`src/rtl/fpu_pkg.sv`:
```
// Shared FPU definitions: rounding-mode codes, operand classes and exponent bias.
package fpu_pkg;

    localparam logic [2:0] RM_RNE = 3'b000;
    localparam logic [2:0] RM_RTZ = 3'b001;
    localparam logic [2:0] RM_RDN = 3'b010;
    localparam logic [2:0] RM_RUP = 3'b011;
    localparam logic [2:0] RM_RMM = 3'b100;

    typedef enum logic [2:0] {
        CLS_ZERO = 3'd0,
        CLS_SUBN = 3'd1,
        CLS_NORM = 3'd2,
        CLS_INF  = 3'd3,
        CLS_NAN  = 3'd4
    } fp_class_e;

    function automatic int bias(input int exp_w);
        return (1 << (exp_w - 1)) - 1;
    endfunction

endpackage

```
`src/rtl/fp_round_inc.sv`:
```
// Round-increment decision from mode, sign, result LSB, guard and sticky.
// Unknown mode codes fall back to round-to-nearest-even.
module fp_round_inc
    import fpu_pkg::*;
(
    input  logic [2:0] rm_i,
    input  logic       sign_i,
    input  logic       lsb_i,
    input  logic       g_i,
    input  logic       s_i,
    output logic       inc_o
);

    always_comb begin
        case (rm_i)
            RM_RTZ:  inc_o = 1'b0;
            RM_RDN:  inc_o = sign_i & (g_i | s_i);
            RM_RUP:  inc_o = ~sign_i & (g_i | s_i);
            RM_RMM:  inc_o = g_i;
            default: inc_o = g_i & (s_i | lsb_i);
        endcase
    end

endmodule

```
`src/rtl/fp_to_int_pipe.sv`:
```
// Three-stage IEEE-754 to integer converter: unpack/classify, align, round/saturate.
// One global advance enable stalls every stage together when the output is blocked.
module fp_to_int_pipe
    import fpu_pkg::*;
#(
    parameter int EXP_W = 8,
    parameter int MAN_W = 23,
    parameter int INT_W = 32,
    parameter int XLEN  = EXP_W + MAN_W + 1
) (
    input  logic             clk,
    input  logic             rst_n,
    input  logic             in_valid,
    output logic             in_ready,
    input  logic [XLEN-1:0]  A,
    input  logic [2:0]       rm,
    input  logic             is_unsigned,
    output logic             out_valid,
    input  logic             out_ready,
    output logic [INT_W-1:0] result,
    output logic             flag_nv,
    output logic             flag_nx
);

    localparam int BIAS = bias(EXP_W);
    localparam int SH_W = INT_W + MAN_W + 1;

    localparam logic [INT_W+1:0] MAG_SPOS = {3'b000, {(INT_W-1){1'b1}}};
    localparam logic [INT_W+1:0] MAG_SNEG = {3'b001, {(INT_W-1){1'b0}}};
    localparam logic [INT_W+1:0] MAG_UMAX = {2'b00, {INT_W{1'b1}}};
    localparam logic [INT_W-1:0] SAT_SMAX = {1'b0, {(INT_W-1){1'b1}}};
    localparam logic [INT_W-1:0] SAT_SMIN = {1'b1, {(INT_W-1){1'b0}}};

    logic [3:1] vld_q;
    logic       adv;

    assign adv       = ~vld_q[3] | out_ready;
    assign in_ready  = adv;
    assign out_valid = vld_q[3];

    // S1 unpack/classify
    logic             s1_sign_q, s1_sign_d;
    logic [EXP_W-1:0] s1_exp_q,  s1_exp_d;
    logic [MAN_W:0]   s1_man_q,  s1_man_d;
    fp_class_e        s1_cls_q,  s1_cls_d;
    logic [2:0]       s1_rm_q;
    logic             s1_uns_q;

    assign s1_sign_d = A[XLEN-1];
    assign s1_exp_d  = A[XLEN-2:MAN_W];
    assign s1_man_d  = {|s1_exp_d, A[MAN_W-1:0]};

    always_comb begin
        if (s1_exp_d == '0)
            s1_cls_d = (A[MAN_W-1:0] == '0) ? CLS_ZERO : CLS_SUBN;
        else if (s1_exp_d == '1)
            s1_cls_d = (A[MAN_W-1:0] == '0) ? CLS_INF : CLS_NAN;
        else
            s1_cls_d = CLS_NORM;
    end

    // S2 align
    logic             s2_sign_q, s2_nan_q, s2_inf_q, s2_povf_q;
    logic [INT_W:0]   s2_int_q,  s2_int_d;
    logic             s2_g_q,    s2_g_d;
    logic             s2_s_q,    s2_s_d;
    logic             s2_povf_d;
    logic [2:0]       s2_rm_q;
    logic             s2_uns_q;
    logic [SH_W-1:0]  sh_v;
    int               e_s;

    always_comb begin
        e_s       = int'(s1_exp_q) - BIAS;
        sh_v      = '0;
        s2_int_d  = '0;
        s2_g_d    = 1'b0;
        s2_s_d    = 1'b0;
        s2_povf_d = 1'b0;
        if (s1_cls_q == CLS_INF || s1_cls_q == CLS_NAN) begin
            s2_povf_d = 1'b0;
        end else if (e_s < -1) begin
            // Subnormals land here too: exponent field 0 is far below -1.
            s2_s_d = |s1_man_q;
        end else if (e_s == -1) begin
            s2_g_d = s1_man_q[MAN_W];
            s2_s_d = |s1_man_q[MAN_W-1:0];
        end else if (e_s > INT_W) begin
            s2_povf_d = 1'b1;
        end else begin
            sh_v     = SH_W'(s1_man_q) << e_s;
            s2_int_d = sh_v[SH_W-1:MAN_W];
            s2_g_d   = sh_v[MAN_W-1];
            s2_s_d   = |sh_v[MAN_W-2:0];
        end
    end

    // S3 round/saturate
    logic             inc;
    logic [INT_W+1:0] mag;
    logic             pos_sat, neg_sat;
    logic [INT_W-1:0] result_q, res_d;
    logic             nv_q, nv_d;
    logic             nx_q, nx_d;

    fp_round_inc u_round_inc (
        .rm_i   (s2_rm_q),
        .sign_i (s2_sign_q),
        .lsb_i  (s2_int_q[0]),
        .g_i    (s2_g_q),
        .s_i    (s2_s_q),
        .inc_o  (inc)
    );

    // Extra carry bit guards against wrap when the aligned integer is all ones.
    assign mag = {1'b0, s2_int_q} + {{(INT_W+1){1'b0}}, inc};

    always_comb begin
        pos_sat = 1'b0;
        neg_sat = 1'b0;
        if (s2_nan_q) begin
            pos_sat = 1'b1;
        end else if (s2_inf_q || s2_povf_q) begin
            pos_sat = ~s2_sign_q;
            neg_sat = s2_sign_q;
        end else if (s2_uns_q) begin
            if (s2_sign_q && mag != '0)
                neg_sat = 1'b1;
            else if (mag > MAG_UMAX)
                pos_sat = 1'b1;
        end else begin
            if (!s2_sign_q && mag > MAG_SPOS)
                pos_sat = 1'b1;
            else if (s2_sign_q && mag > MAG_SNEG)
                neg_sat = 1'b1;
        end

        nv_d = pos_sat | neg_sat;
        if (pos_sat)
            res_d = s2_uns_q ? '1 : SAT_SMAX;
        else if (neg_sat)
            res_d = s2_uns_q ? '0 : SAT_SMIN;
        else if (s2_sign_q)
            res_d = -mag[INT_W-1:0];
        else
            res_d = mag[INT_W-1:0];
        nx_d = (s2_g_q | s2_s_q) & ~nv_d;
    end

    always_ff @(posedge clk or negedge rst_n) begin
        if (!rst_n) begin
            vld_q     <= '0;
            s1_sign_q <= 1'b0;
            s1_exp_q  <= '0;
            s1_man_q  <= '0;
            s1_cls_q  <= CLS_ZERO;
            s1_rm_q   <= RM_RNE;
            s1_uns_q  <= 1'b0;
            s2_sign_q <= 1'b0;
            s2_nan_q  <= 1'b0;
            s2_inf_q  <= 1'b0;
            s2_povf_q <= 1'b0;
            s2_int_q  <= '0;
            s2_g_q    <= 1'b0;
            s2_s_q    <= 1'b0;
            s2_rm_q   <= RM_RNE;
            s2_uns_q  <= 1'b0;
            result_q  <= '0;
            nv_q      <= 1'b0;
            nx_q      <= 1'b0;
        end else if (adv) begin
            vld_q <= {vld_q[2:1], in_valid};
            if (in_valid) begin
                s1_sign_q <= s1_sign_d;
                s1_exp_q  <= s1_exp_d;
                s1_man_q  <= s1_man_d;
                s1_cls_q  <= s1_cls_d;
                s1_rm_q   <= rm;
                s1_uns_q  <= is_unsigned;
            end
            if (vld_q[1]) begin
                s2_sign_q <= s1_sign_q;
                s2_nan_q  <= (s1_cls_q == CLS_NAN);
                s2_inf_q  <= (s1_cls_q == CLS_INF);
                s2_povf_q <= s2_povf_d;
                s2_int_q  <= s2_int_d;
                s2_g_q    <= s2_g_d;
                s2_s_q    <= s2_s_d;
                s2_rm_q   <= s1_rm_q;
                s2_uns_q  <= s1_uns_q;
            end
            if (vld_q[2]) begin
                result_q <= res_d;
                nv_q     <= nv_d;
                nx_q     <= nx_d;
            end
        end
    end

    assign result  = result_q;
    assign flag_nv = nv_q;
    assign flag_nx = nx_q;

endmodule

```
`config.mk`:
```
export PLATFORM = sky130hd
export DESIGN_NAME = fp_to_int_pipe
export DESIGN_NICKNAME = d
export VERILOG_FILES = /design/src/rtl/fpu_pkg.sv /design/src/rtl/fp_round_inc.sv /design/src/rtl/fp_to_int_pipe.sv
export SDC_FILE = /design/constraint.sdc
export NUM_CORES = 1
export LEC_CHECK = 0
export ABC_AREA = 1
export BUFFER_PORTS_ARGS = -buffer_cell sky130_fd_sc_hd__buf_2
export CORE_AREA = 2 2 127 129
export CTS_CLUSTER_DIAMETER = 30
export DETAILED_ROUTE_END_ITERATION = 10
export DIE_AREA = 0 0 129 131
export PLACE_DENSITY_LB_ADDON = 0.15
export RECOVER_POWER = 50
export SYNTH_ARGS = -nofsm -noshare
export SYNTH_HDL_FRONTEND = slang
export SYNTH_SLANG_ARGS = --single-unit
```
`constraint.sdc`:
```
create_clock -name clk -period 7.6 [get_ports clk]
set_clock_uncertainty 0.05 [all_clocks]
set_input_delay 0 -clock clk [delete_from_list [all_inputs] [get_ports clk]]
set_output_delay 0 -clock clk [all_outputs]
set_load 0.005 [all_outputs]
```
After elaboration in Yosys (flattened, before gate mapping):

Index checks and enable logic that the tools add are counted.

* bits in registers: 120
* input bits: 40
* output and inout port bits: 36
* word-level logic and storage cells: 101

* $add $sub $neg: 3
* order comparisons: 5
* eq/ne operators: 8
* shift-type cells: 1
* muxes and demuxes: 38
* bitwise operators: 11
* reductions and logical operators: 16

Operators by type and width (count)
* 32-bit two-way mux: 5
* 33-bit two-way mux: 4
* 34-bit by 32-bit greater-than comparator with 1-bit output (second input constant): 2
* 24-bit by 32-bit << shifter with 56-bit output: 1
* 33-bit by 1-bit adder with 34-bit output: 1
* 34-bit by 31-bit greater-than comparator with 1-bit output (second input constant): 1
* 34-bit nonzero test: 1
* 32-bit negation: 1
* 1-bit two-way mux: 25
* 24-bit OR reduction: 1
* 23-bit logical NOT: 1
* 23-bit OR reduction: 1
* 22-bit OR reduction: 1
* 3-bit by 2-bit == test with 1-bit output (second input constant): 3
* 9-bit by 1-bit == test with 1-bit output (second input constant): 1
* 9-bit by 7-bit greater-than comparator with 1-bit output (second input constant): 1
* 9-bit by 1-bit less-than comparator with 1-bit output (second input constant): 1
* 3-bit two-way mux: 3
* 8-bit by 7-bit subtractor with 9-bit output (second input constant): 1
* 8-bit == test (second input constant): 1
* 8-bit logical NOT: 1
* 8-bit OR reduction: 1
* 3-bit == test (second input constant): 2
* 2-bit AND reduction: 3
* 8 further kinds: 19

Depth between registers and ports, before layout:

Gate-level depths: netlist of run 1.

* depth in word-level cells: 14
* gate-level depth with buffers: 28
* depth with buffers taken out: 26

By module:

A second synthesis of run 1 with hierarchy kept.

* cell total of the unflattened synthesis: 1376
* area total of the unflattened synthesis: 8987.4 um^2

By module, submodules not included
* fp_to_int_pipe: instances 1, cells an instance 1362, area each 8924.8 um^2, sequential area each 3002.9 um^2
* fp_round_inc: instances 1, cells an instance 14, area each 62.6 um^2, sequential area each 0.0 um^2

Worst setup path before layout of run 1:

Ideal clock, no wire load.

* path kind: reg-to-reg
* start point: reg s2_sign_q
* end point: reg result_q[18], in the netlist result[18]
* setup time: 74 ps
* arrival: 3600 ps
* required time: 7476 ps
* slack: 3876 ps
* cell stages (with the launch flop): 28
* buffers on the path: 4
* period minus slack after synthesis: 3724 ps
* cells stage by stage: dfrtp_1 > clkbuf_1 > clkbuf_1 > clkbuf_1 > a21oi_1 > o2111ai_1 > nand2_1 > ha_1 > ha_1 > inv_1 > ha_1 > inv_1 > a21oi_1 > nand2_1 > nor2_1 > nand2_1 > nor2_4 > nand3_2 > nor2_4 > nand3_2 > nand2_1 > nand3_1 > nand2_2 > nand2_2 > nand2_4 > buf_12 > nand3b_2 > a21oi_2

* cells in the longest elaborated chain, start to end: 13
* elaborated cells between the ends (all ways): 29
* those cells by class: add/sub: 2; order compare: 3; mux: 16; bitwise: 3; reduce/logical: 5

Ends and longest elaborated chain
* start: declaration: line fp_to_int_pipe.sv:63 `logic s2_sign_q, s2_nan_q, s2_inf_q, s2_povf_q;`
* start signal: assignment: line fp_to_int_pipe.sv:182 `s2_sign_q <= s1_sign_q;`
* 1-bit NOT: line fp_round_inc.sv:18, fp_to_int_pipe.sv:124
* 1-bit bitwise AND: line fp_round_inc.sv:18 `RM_RUP: inc_o = ~sign_i & (g_i | s_i);`
* 1-bit case mux with 4 select lines: line fp_round_inc.sv:15 `case (rm_i)`
* 33-bit by 1-bit adder with 34-bit output: line fp_to_int_pipe.sv:116 `assign mag = {1'b0, s2_int_q} + {{(INT_W+1){1'b0}}, inc};`
* 34-bit by 32-bit greater-than comparator with 1-bit output: line fp_to_int_pipe.sv:134 `else if (s2_sign_q && mag > MAG_SNEG)`
* 1-bit logical AND: line fp_to_int_pipe.sv:134
* 1-bit two-way mux: line fp_to_int_pipe.sv:134
* 1-bit two-way mux: line fp_to_int_pipe.sv:132 `if (!s2_sign_q && mag > MAG_SPOS)`
* 1-bit two-way mux: line fp_to_int_pipe.sv:126 `end else if (s2_uns_q) begin`
* 1-bit two-way mux: line fp_to_int_pipe.sv:123 `end else if (s2_inf_q || s2_povf_q) begin`
* 1-bit two-way mux: line fp_to_int_pipe.sv:121 `if (s2_nan_q) begin`
* 32-bit two-way mux: line fp_to_int_pipe.sv:141 `else if (neg_sat)`
* 32-bit two-way mux *: line fp_to_int_pipe.sv:139 `if (pos_sat)`
* end signal: assignment: line fp_to_int_pipe.sv:193 `result_q <= res_d;`
* end: declaration: line fp_to_int_pipe.sv:102 `logic [INT_W-1:0] result_q, res_d;`

Mark *: on every way between the ends. The rest lies on a longest branch, timed or not.
A chain may end at the register's enable or synchronous reset.

==> reports/results.txt, run 1 <==
Outcome: finished, violations left
Failing checks: max-capacitance violations, max-slew violations
Mux cell area share after synthesis: 0%
Power Density: 356 nW/um2
P_int: 1.95 mW
CTS Sinks: 120
CTS tree: yes
Switching Fraction: 47.7%
Max cap viols: 3
FF-to-FF End: flag_nv
Startpoint types: input port
Setup Buffers After CTS: 0
Area after DPL: 9530 um2
Fin area: 10500 um2
Compound-Gate Fraction of Synth Area: 12.1%
Critical Path AT: 5.21 ns
Ant. Diodes: 0
Die X: 129 um
CP Class: in -> async
R2r setup slk: 2.81 ns
Final period util: 70.1%
Final HPWL DP: 20000 um
Final Slew Violations: 177
Area Overhead vs Synth: 15.0%
Drt drc: 0
Synth Area in XOR/XNOR: 3.51%
Total Die Area: 16900 um2
Cells after synthesis: 1376
Root buf cell: clkbuf_16
Finished Layout Cells: 1682
Sw Pwr: 1.78 mW
CP delay by family, top: buffers and inverters
Global-route wire length before repair: 43600 um
Chip height: 131 um
Clk_lat worst skew: 0.43 ns
Leakage power: 4.82 nW
Commonest non-fill, non-tap cell in the layout: nand2_1
Post-synthesis sequential area ratio: 33.0%
Worst reg2reg path startpoint: s2_sign_q
Hold Path Depth: 4
Post-DRT Antenna Nets: 0
Via count: 9449
Core footprint: 15600 um2
Overflow after GRT: 0
CP Max Fanout: 67
Synthesized flop and latch total: 120
Total GRT Usage: 32.8%
Mean Syn Cell Area: 6.61 um2
Post-CTS resize count: 0
Placed insts: 1612
CP required: 7.48 ns
Vias in the first global route: 8750
Tmin final: 5.33 ns
First drt pass iteration count: 8
Number of flops mapped to enable cells by yosys: 0
Worst vdd ir: 0.226 mV
Initial core utilization: 58.3%
Dominant synthesized flop cell: dfrtp_1
Largest family of logic cells by synthesized area: simple AND/OR/NAND/NOR gates
Initial antenna violation count: 0
Setup_tns: 0 ns
Final wirelength: 26700 um
Finish-stage setup viols: 0
Worst reg2reg path depth: 19
Worst path cell trace: dlygate4sd3_1 > clkbuf_1 > clkbuf_1
Most used cell, CP: clkbuf_1
Yosys warns: 0
Clk slew on worst S/H paths: 0.06 ns
Share of cells above drive strength 1: 11.1%
Syn Nets: 1424
Largest net degree at the start of global routing: 68
Tightest Hold Check Type: in -> reg
Main area contributors after synthesis: dfrtp_1 33%, nand2_1 15%, nand3_1 10%, nor2_1 5.1%, inv_1 4.9%
Nets: 1501
Vias per inst: 5.62
Total CTS buffers: 17
CP max stage delay: 2.52 ns
Max-slew headroom: -139%
Synth Area in Simple Gates: 41.7%
Worst hold endpoint: s1_sign_q
Register share of total power: 26.9%
H-tree depth: 4
Slowest CP cell: clkbuf_1
RSZ-0062 raised after global routing: false
I/O pin count: 76
Critical Path End Type: async pin
Hold Crit Start: A[31]
Synth cell types: 50
Asr flop ratio synth: 100%
Clock power frac: 22.5%
Achievable frequency: 0.188 GHz
WP buf/inv: 3
Combinational power share: 50.7%
Std-Cell Rows: 46
Routed WL per cell: 15.9 um
Adder-cell share of the synthesized area: 1.10%
Most frequent cells in the layout: 362 x nand2_1, 185 x nand3_1, 121 x nor2_1
Hold Violations, Final: 0
IO buf count: 75
GP Congestion: 0.988
Worst-Margin Slew: 3.58 ns
Final Core Density: 67.1%
Drt initial violations: 752
Post-synthesis instance area: 9100 um2
Top cell type's share of synthesized area: 33.0%
Max clock buf depth: 2
Largest area contributor in the netlist: dfrtp_1
==> through the flow <==
stage	power [mW]	hold slack [ns]	setup WS (ns)
3_3_place_gp	2.84	0.0911	3.01
6_report	3.73	0.265	2.27
5_1_grt	4.05	0.287	1.14
2_1_floorplan	2.41	-0.346	3.88
3_5_place_dp	2.87	0.104	2.90
4_1_cts	3.72	0.0709	2.81
==> final cells by class <==
cell class                      count  area, um2
Fill cell                        1459       5130
Inverter                          134        503
Multi-Input combinational cell   1060       5320
Clock inverter                     15        175
Tap cell                          216        270
Sequential cell                   120       3000
Timing Repair Buffer              120        769
Clock buffer                       17        425
==> how the worst max path moves through the flow <==
stage | startpoint | to | slack (ns) | cells after the start
3_5_place_dp | s2_sign_q | flag_nv | 2.90 | 19
6_report | rst_n | s2_povf_q | 2.27 | 3
4_1_cts | s2_sign_q | flag_nv | 2.81 | 19
5_1_grt | rst_n | s2_povf_q | 1.14 | 3
2_1_floorplan | s2_sign_q | result[18] | 3.88 | 27
3_3_place_gp | s2_sign_q | flag_nv | 3.01 | 19
==> what timing repair did <==
item                                   CTS  global route
endpoints found under the hold margin  109             0
hold buffers                            38             0
setup endpoints to repair                0             0
==> power by group through the flow <==
| stage | Sequential, mW | Combinational (mW) | Clock, mW |
|---|---|---|---|
| 2_1_floorplan | 0.958 | 1.45 | 0 |
| 3_3_place_gp | 0.999 | 1.84 | 0 |
| 3_5_place_dp | 1.01 | 1.86 | 0 |
| 4_1_cts | 0.998 | 1.89 | 0.840 |
| 5_1_grt | 1.03 | 2.14 | 0.875 |
| 6_report | 1.00 | 1.89 | 0.837 |
==> logic make-up (layout without fill, tap and decap cells) <==
| family | after synthesis | count (layout) |
|---|---|---|
| AND/OR/NAND/NOR | 817 | 817 |
| AO/OA/AOI/OAI | 202 | 202 |
| buffers and inverters | 196 | 286 |
| flip-flops | 120 | 120 |
| XOR/XNOR | 33 | 33 |
| adder cells (fa/ha/maj) | 8 | 8 |
==> tightest hold or removal path, stage by stage <==
cell and delay [ns]:
dlygate4sd3_1 0.52, buf_2 0.10, nand2_1 0.04, nand2_1 0.05
==> metal layers <==
metal,GRT usage (%),up-vias,wire (um)
li1,-,4748,-
met1,39.1,4325,11200
met2,58.3,293,13200
met3,4.28,83,1010
met4,17.1,0,1330
met5,0,-,0
==> registers in the layout (all words and copies together), names as in the netlist <==
signal and flops:
s1_uns_q 1, s2_s_q 1, s1_sign_q 1, s2_inf_q 1
s2_uns_q 1, s1_cls_q 3, s2_g_q 1, s2_nan_q 1
s2_povf_q 1, s2_rm_q 3, vld_q 3, s1_man_q 24
s1_exp_q 8, result 32, s2_int_q 33, flag_nv 1
s1_rm_q 3, flag_nx 1, s2_sign_q 1
==> Yosys cell counts (3+ instances only) <==
master	count
nor4_1	9
o21ai_1	20
clkbuf_1	44
a21oi_2	3
a21oi_1	60
inv_1	118
o21ai_0	84
ha_1	8
xor2_1	25
dfrtp_1	120
buf_2	8
nand4_1	62
nor3_2	4
xnor2_1	4
nor3_1	18
xor2_2	4
nand2_2	9
a31oi_1	6
nor2_1	124
nor2_2	10
o22ai_1	6
o31ai_1	3
nand2_1	362
clkinv_1	4
inv_2	12
o211ai_1	11
nand3_1	185
nand3_2	13
and2_1	4
buf_1	5
nor2_4	7
Note: power is estimated with default switching activity, not from simulation.
==> inputs of run 2 (changes only) <==
Settings changed: CORE_AREA 2 2 127 129 to 2 2 132 134, DIE_AREA 0 0 129 131 to 0 0 134 136.
Clock period 7.6 ns to 4.8 ns, I/O delays scaled along.
==> run 2 against run 1 <==
Compared with the run above: the run still ends with max-capacitance violations, max-slew violations left; first-iteration DRC count decreased by 5.1%; sequential share of layout area decreased by 0.43 points; die area increased by 7.8%; critical path depth increased by 20.
==> reports/results.txt, run 2 (same netlist as run 1, synthesis figures left out) <==
Worst vdd ir: 0.287 mV
Highest metal used: met4
Tmin final: 3.87 ns
IO buf count: 75
Met3 wire len: 1010 um
Nets: 1509
Final period util: 80.7%
Worst path cell trace: o21ai_0 > o21ai_0 > o311ai_0 > nand2_1 > ha_1 > ha_1 > nand3_1 > inv_2 > nand3_1 > nand2_1 > o21ai_1 > nand2_1 > nor2_4 > nand3_2 > nor2_4 > nand3_2 > nand2_1 > nand3_1 > nand2_2 > nand2_2 > nand2_4 > nand2_1 > a21oi_1
Clk slew on worst S/H paths: 0.06 ns
Hold Violations, Final: 0
I/O pin count: 76
Largest Register: s2_int_q
Leakage power: 4.93 nW
Core footprint: 16900 um2
Critical Path End Type: register
Max-slew headroom: -52.6%
First drt pass iteration count: 6
Finish-stage setup viols: 0
WL met2: 13400 um
CP Class: reg -> reg
Ant. Diodes: 0
Vias per inst: 5.57
Routed length on met1: 11700 um
Placed insts: 1629
Global-route wire length before repair: 45000 um
Initial core utilization: 53.9%
Area occupied by multi-input gates: 5320 um2
Largest net degree at the start of global routing: 79
Finished Layout Cells: 1699
CP required: 5.10 ns
CTS Sinks: 120
Final wirelength: 27100 um
R2r setup slk: 0.93 ns
Post-DRT Antenna Nets: 0
Critical Path AT: 4.17 ns
Vias in the first global route: 8908
Total Die Area: 18200 um2
FF-to-FF End: result[3]
H-tree depth: 4
Outcome: finished, violations left
Largest register FFs: 33
Clk_lat worst skew: 0.43 ns
Via count: 9455
Achievable frequency: 0.258 GHz
Power Density: 573 nW/um2
Worst reg2reg path depth: 23
Capture point of the critical path: result[3]
Slowest CP cell: dfrtp_1
Die X: 134 um
Final HPWL DP: 20400 um
Area Overhead vs Synth: 16.8%
Root buf cell: clkbuf_16
Initial antenna violation count: 0
Startpoint types: register
Fill count: 1615
GP Congestion: 0.964
Worst reg2reg path startpoint: s2_s_q
Post-CTS resize count: 0
Final Slew Violations: 122
Most frequent cells in the layout: 362 x nand2_1, 185 x nand3_1, 121 x nor2_1
CTS tree: yes
CP Max Fanout: 31
CP max stage delay: 0.41 ns
Critical path launch point: s2_s_q
Most used cell, CP: nand2_1
Routed WL per cell: 16.0 um
RSZ-0062 raised after global routing: false
Max cap viols: 2
Drt drc: 0
Overflow after GRT: 0
Max clock buf depth: 2
CTS hold repair buffers: 38
Setup Buffers After CTS: 0
Commonest non-fill, non-tap cell in the layout: nand2_1
Tightest Hold Check Type: in -> reg
Drt initial violations: 714
Total GRT Usage: 31.0%
Chip height: 136 um
Setup_tns: 0 ns
Std-Cell Rows: 48
Total CTS buffers: 17
Share of cells above drive strength 1: 12.3%
Failing checks: max-capacitance violations, max-slew violations
Worst-Margin Slew: 2.29 ns
FF+latch area: 3000 um2
run 2: cell count changes in the layout (fill, tap and decap cells not counted):
cell / previous run / this run
bufinv_16: 3 / 5
buf_1: 0 / 1
buf_4: 4 / 13
clkinvlp_4: 4 / 1
clkbuf_1: 25 / 12
clkbuf_8: 0 / 2
clkbuf_2: 0 / 1
buf_2: 53 / 62
clkbuf_4: 0 / 1
clkinv_4: 1 / 3
clkinv_2: 4 / 1
run 2: worst min path at each step:
stage	from	end	slack, ns	cells after the start
after global routing	in_valid	vld_q[1]	0.12	4
after CTS	in_valid	vld_q[1]	0.08	4
after detailed placement	rst_n	result[7]	0.06	2
after floorplan	rst_n	flag_nv	-0.35	0
after global placement	rst_n	result[3]	0.06	2
final	in_valid	vld_q[1]	0.09	4
run 2: report_power, final:
| group | switching, mW | leakage [nW] | internal [mW] |
|---|---|---|---|
| registers | 0.222 | 1.49 | 1.31 |
| clock network | 0.513 | 0.325 | 0.956 |
| logic | 2.09 | 3.12 | 0.992 |
run 2: area by class of cell:
cell class | count | share of cell area (%)
flip-flops and latches | 120 | 28.3
clock buffers | 19 | 4.26
multi-input cells | 1060 | 50.1
repair buffers | 128 | 8.00
inverters | 134 | 4.73
clock inverters | 13 | 2.03
well taps | 225 | 2.65
run 2: layer usage:
layer  global-route usage, %  vias up
li1                        -     4758
met1                    38.6     4355
met2                    54.2      284
met3                    3.88       58
met4                    13.7        0
met5                       0        -
run 2: per-stage QoR:
step	area, um2	power (mW)	setup slack, ns	hold WS (ns)	util [%]
final	10600	6.08	0.927	0.0897	63.0
after global routing	10600	6.60	0.489	0.122	63.0
after CTS	10600	6.09	0.925	0.0762	63.1
after detailed placement	9600	4.59	0.936	0.0644	56.9
after global placement	9600	4.54	1.09	0.0567	56.9
after floorplan	9100	3.81	1.08	-0.346	-
run 2: worst max-delay path: cells and delay by family, from the launching register on:
family                     cells  cell delay [ns]
DFF                            1             0.41
and+or+nand+nor               15             1.97
buffers and inverters          1             0.06
adders and majority gates      2             0.61
AOI/OAI and AO/OA              5             0.68
==> inputs of run 3 (changes only) <==
Settings changed: CORE_AREA 2 2 132 134 to 2 2 127 129, DIE_AREA 0 0 134 136 to 0 0 129 131.
Clock period 4.8 ns to 3.8 ns, I/O delays scaled along.
==> run 3 against run 2 <==
Compared with the run above: the run still ends with max-capacitance violations, max-slew violations left; largest power group unchanged; critical endpoint is now result[10]; highest routed layer unchanged; combinational power grew 37%; core utilization grew 6.0 points; register-to-register slack lost 0.69 ns.
==> reports/results.txt, run 3 (same netlist as run 1, synthesis figures left out) <==
Outcome: finished, violations left
Failing checks: max-capacitance violations, max-slew violations
Clk_lat worst skew: 0.43 ns
Clk slew on worst S/H paths: 0.06 ns
Worst-Margin Slew: 2.96 ns
I/O pin count: 76
Final Slew Violations: 57
Setup WS pre-CTS: 0.0293 ns
H-tree depth: 4
Tightest Hold Check Type: in -> reg
Overflow after GRT: 0
Total CTS buffers: 17
Total GRT Usage: 33.5%
IO buf count: 75
Critical Path End Type: register
Max cap viols: 1
Fill count: 1381
Final period util: 93.7%
Area Overhead vs Synth: 18.2%
Total Die Area: 16900 um2
Core footprint: 15600 um2
Most frequent cells in the layout: 361 x nand2_1, 185 x nand3_1, 122 x nor2_1
Worst setup margin: 0.238 ns
Vias per inst: 5.70
Largest register FFs: 33
CP required: 4.10 ns
Achievable frequency: 0.281 GHz
Initial core utilization: 58.3%
CTS Sinks: 120
CP max stage delay: 0.41 ns
Max clock buf depth: 2
Post-DRT Antenna Nets: 0
Chip height: 131 um
Drt initial violations: 684
Most used cell, CP: nand2_1
First drt pass iteration count: 6
Via count: 9715
Total Power: 7.90 mW
Final wirelength: 28000 um
Largest Register: s2_int_q
Clock power frac: 22.0%
Power Density: 735 nW/um2
Combinational power share: 53.5%
Worst vdd ir: 0.360 mV
Switching Fraction: 48.0%
Drt drc: 0
CP Max Fanout: 15
Global-route wire length before repair: 44300 um
Ant. Diodes: 0
Commonest non-fill, non-tap cell in the layout: nand2_1
WP buf/inv: 3
CTS tree: yes
Final HPWL DP: 20600 um
Root buf cell: clkbuf_16
Finish-stage setup viols: 0
Largest net degree at the start of global routing: 57
Share of cells above drive strength 1: 13.0%
Routed WL per cell: 16.4 um
P_int: 4.11 mW
Initial antenna violation count: 0
Sw Pwr: 3.80 mW
Leakage power: 4.96 nW
Startpoint types: register
Die X: 129 um
Tmin final: 3.56 ns
Finished Layout Cells: 1703
Worst path cell trace: nor2_1 > a21oi_1 > o2111ai_1 > nand2_1 > ha_2 > buf_4 > inv_1 > nor2_2 > nand2_4 > nor2_1 > xnor2_1 > nand2_1 > inv_1 > nand2_1 > nor2_2 > nand3_4 > nand2_2 > nand3_1 > nand2_4 > nand2_8 > nand2_8 > nand3_2 > a21oi_2
GP Congestion: 1.03
Max-slew headroom: -97.5%
Placed insts: 1626
CP Class: reg -> reg
Std-Cell Rows: 46
Nets: 1522
Hold Violations, Final: 0
Register share of total power: 24.6%
CP delay by family, top: simple AND/OR/NAND/NOR gates
Vias in the first global route: 8953
Slowest CP cell: dfrtp_1
Critical Path AT: 3.86 ns
## run 3: cell count changes in the layout (fill, tap and decap cells not counted), moves of 4 or more
cell	before	now
nand2_8	0	4
o21ai_2	0	4
buf_4	13	24
clkbuf_1	12	23
buf_2	62	52
## run 3: final cells by class
type / instances / area, um2 / area share [%]
clock buffer: 18 / 439 / 4.08
clock inverter: 14 / 186 / 1.73
inverter: 134 / 503 / 4.68
multi-input combinational: 1062 / 5440 / 50.5
sequential: 120 / 3000 / 27.9
tap: 216 / 270 / 2.51
timing repair buffer: 139 / 920 / 8.55
## run 3: power by group through the flow
stage / clock network [mW] / registers [mW] / logic [mW]
6_report: 1.73 / 1.94 / 4.22
5_1_grt: 1.81 / 1.99 / 4.72
4_1_cts: 1.74 / 1.93 / 3.94
3_5_place_dp: 0 / 1.95 / 3.87
3_3_place_gp: 0 / 1.94 / 3.82
2_1_floorplan: 0 / 1.92 / 2.90
## run 3: final timing paths
kind	from	to	slack (ns)	cells past startpoint
min in group asynchronous	rst_n	result[7]	1.03	2
max reg2reg	s2_s_q	result[10]	0.24	23
min	in_valid	vld_q[1]	0.07	4
max in group asynchronous	rst_n	s1_exp_q[1]	0.69	3
min reg2reg	vld_q[2]	vld_q[3]	0.43	2
max	s2_s_q	result[10]	0.24	23
## run 3: worst min-delay path, stage by stage
cell	delay [ns]
buf_2	0.07
nand2_1	0.04
buf_4	0.26
o21ai_0	0.12
## run 3: per-stage QoR
| stage | hold WS [ns] | area [um2] | TNS (ns) | utilization [%] |
|---|---|---|---|---|
| floorplan | -0.346 | 9100 | 0 | - |
| finish | 0.0695 | 10800 | 0 | 69.0 |
| detailed placement | 0.0472 | 9630 | 0 | 61.8 |
| CTS | 0.0661 | 10600 | 0 | 68.3 |
| global placement | 0.0471 | 9630 | 0 | 61.8 |
| global route | 0.127 | 10800 | -0.0895 | 69.0 |
## run 3: per-layer routing
metal,global-route usage [%],up-vias,share of wire (%)
li1,-,4802,-
met1,40.0,4500,41
met2,58.6,332,50
met3,5.05,81,4.1
met4,17.7,0,5.1
met5,0,-,0
## run 3: timing repair
action                                  CTS  global route
endpoints found under the hold margin    97             0
hold buffers                             38             0
endpoints found under the setup margin    4            33
gates resized for setup                   1            20
pin swaps                                 0             3
buffers inserted                          0             5
cloned                                    0             2
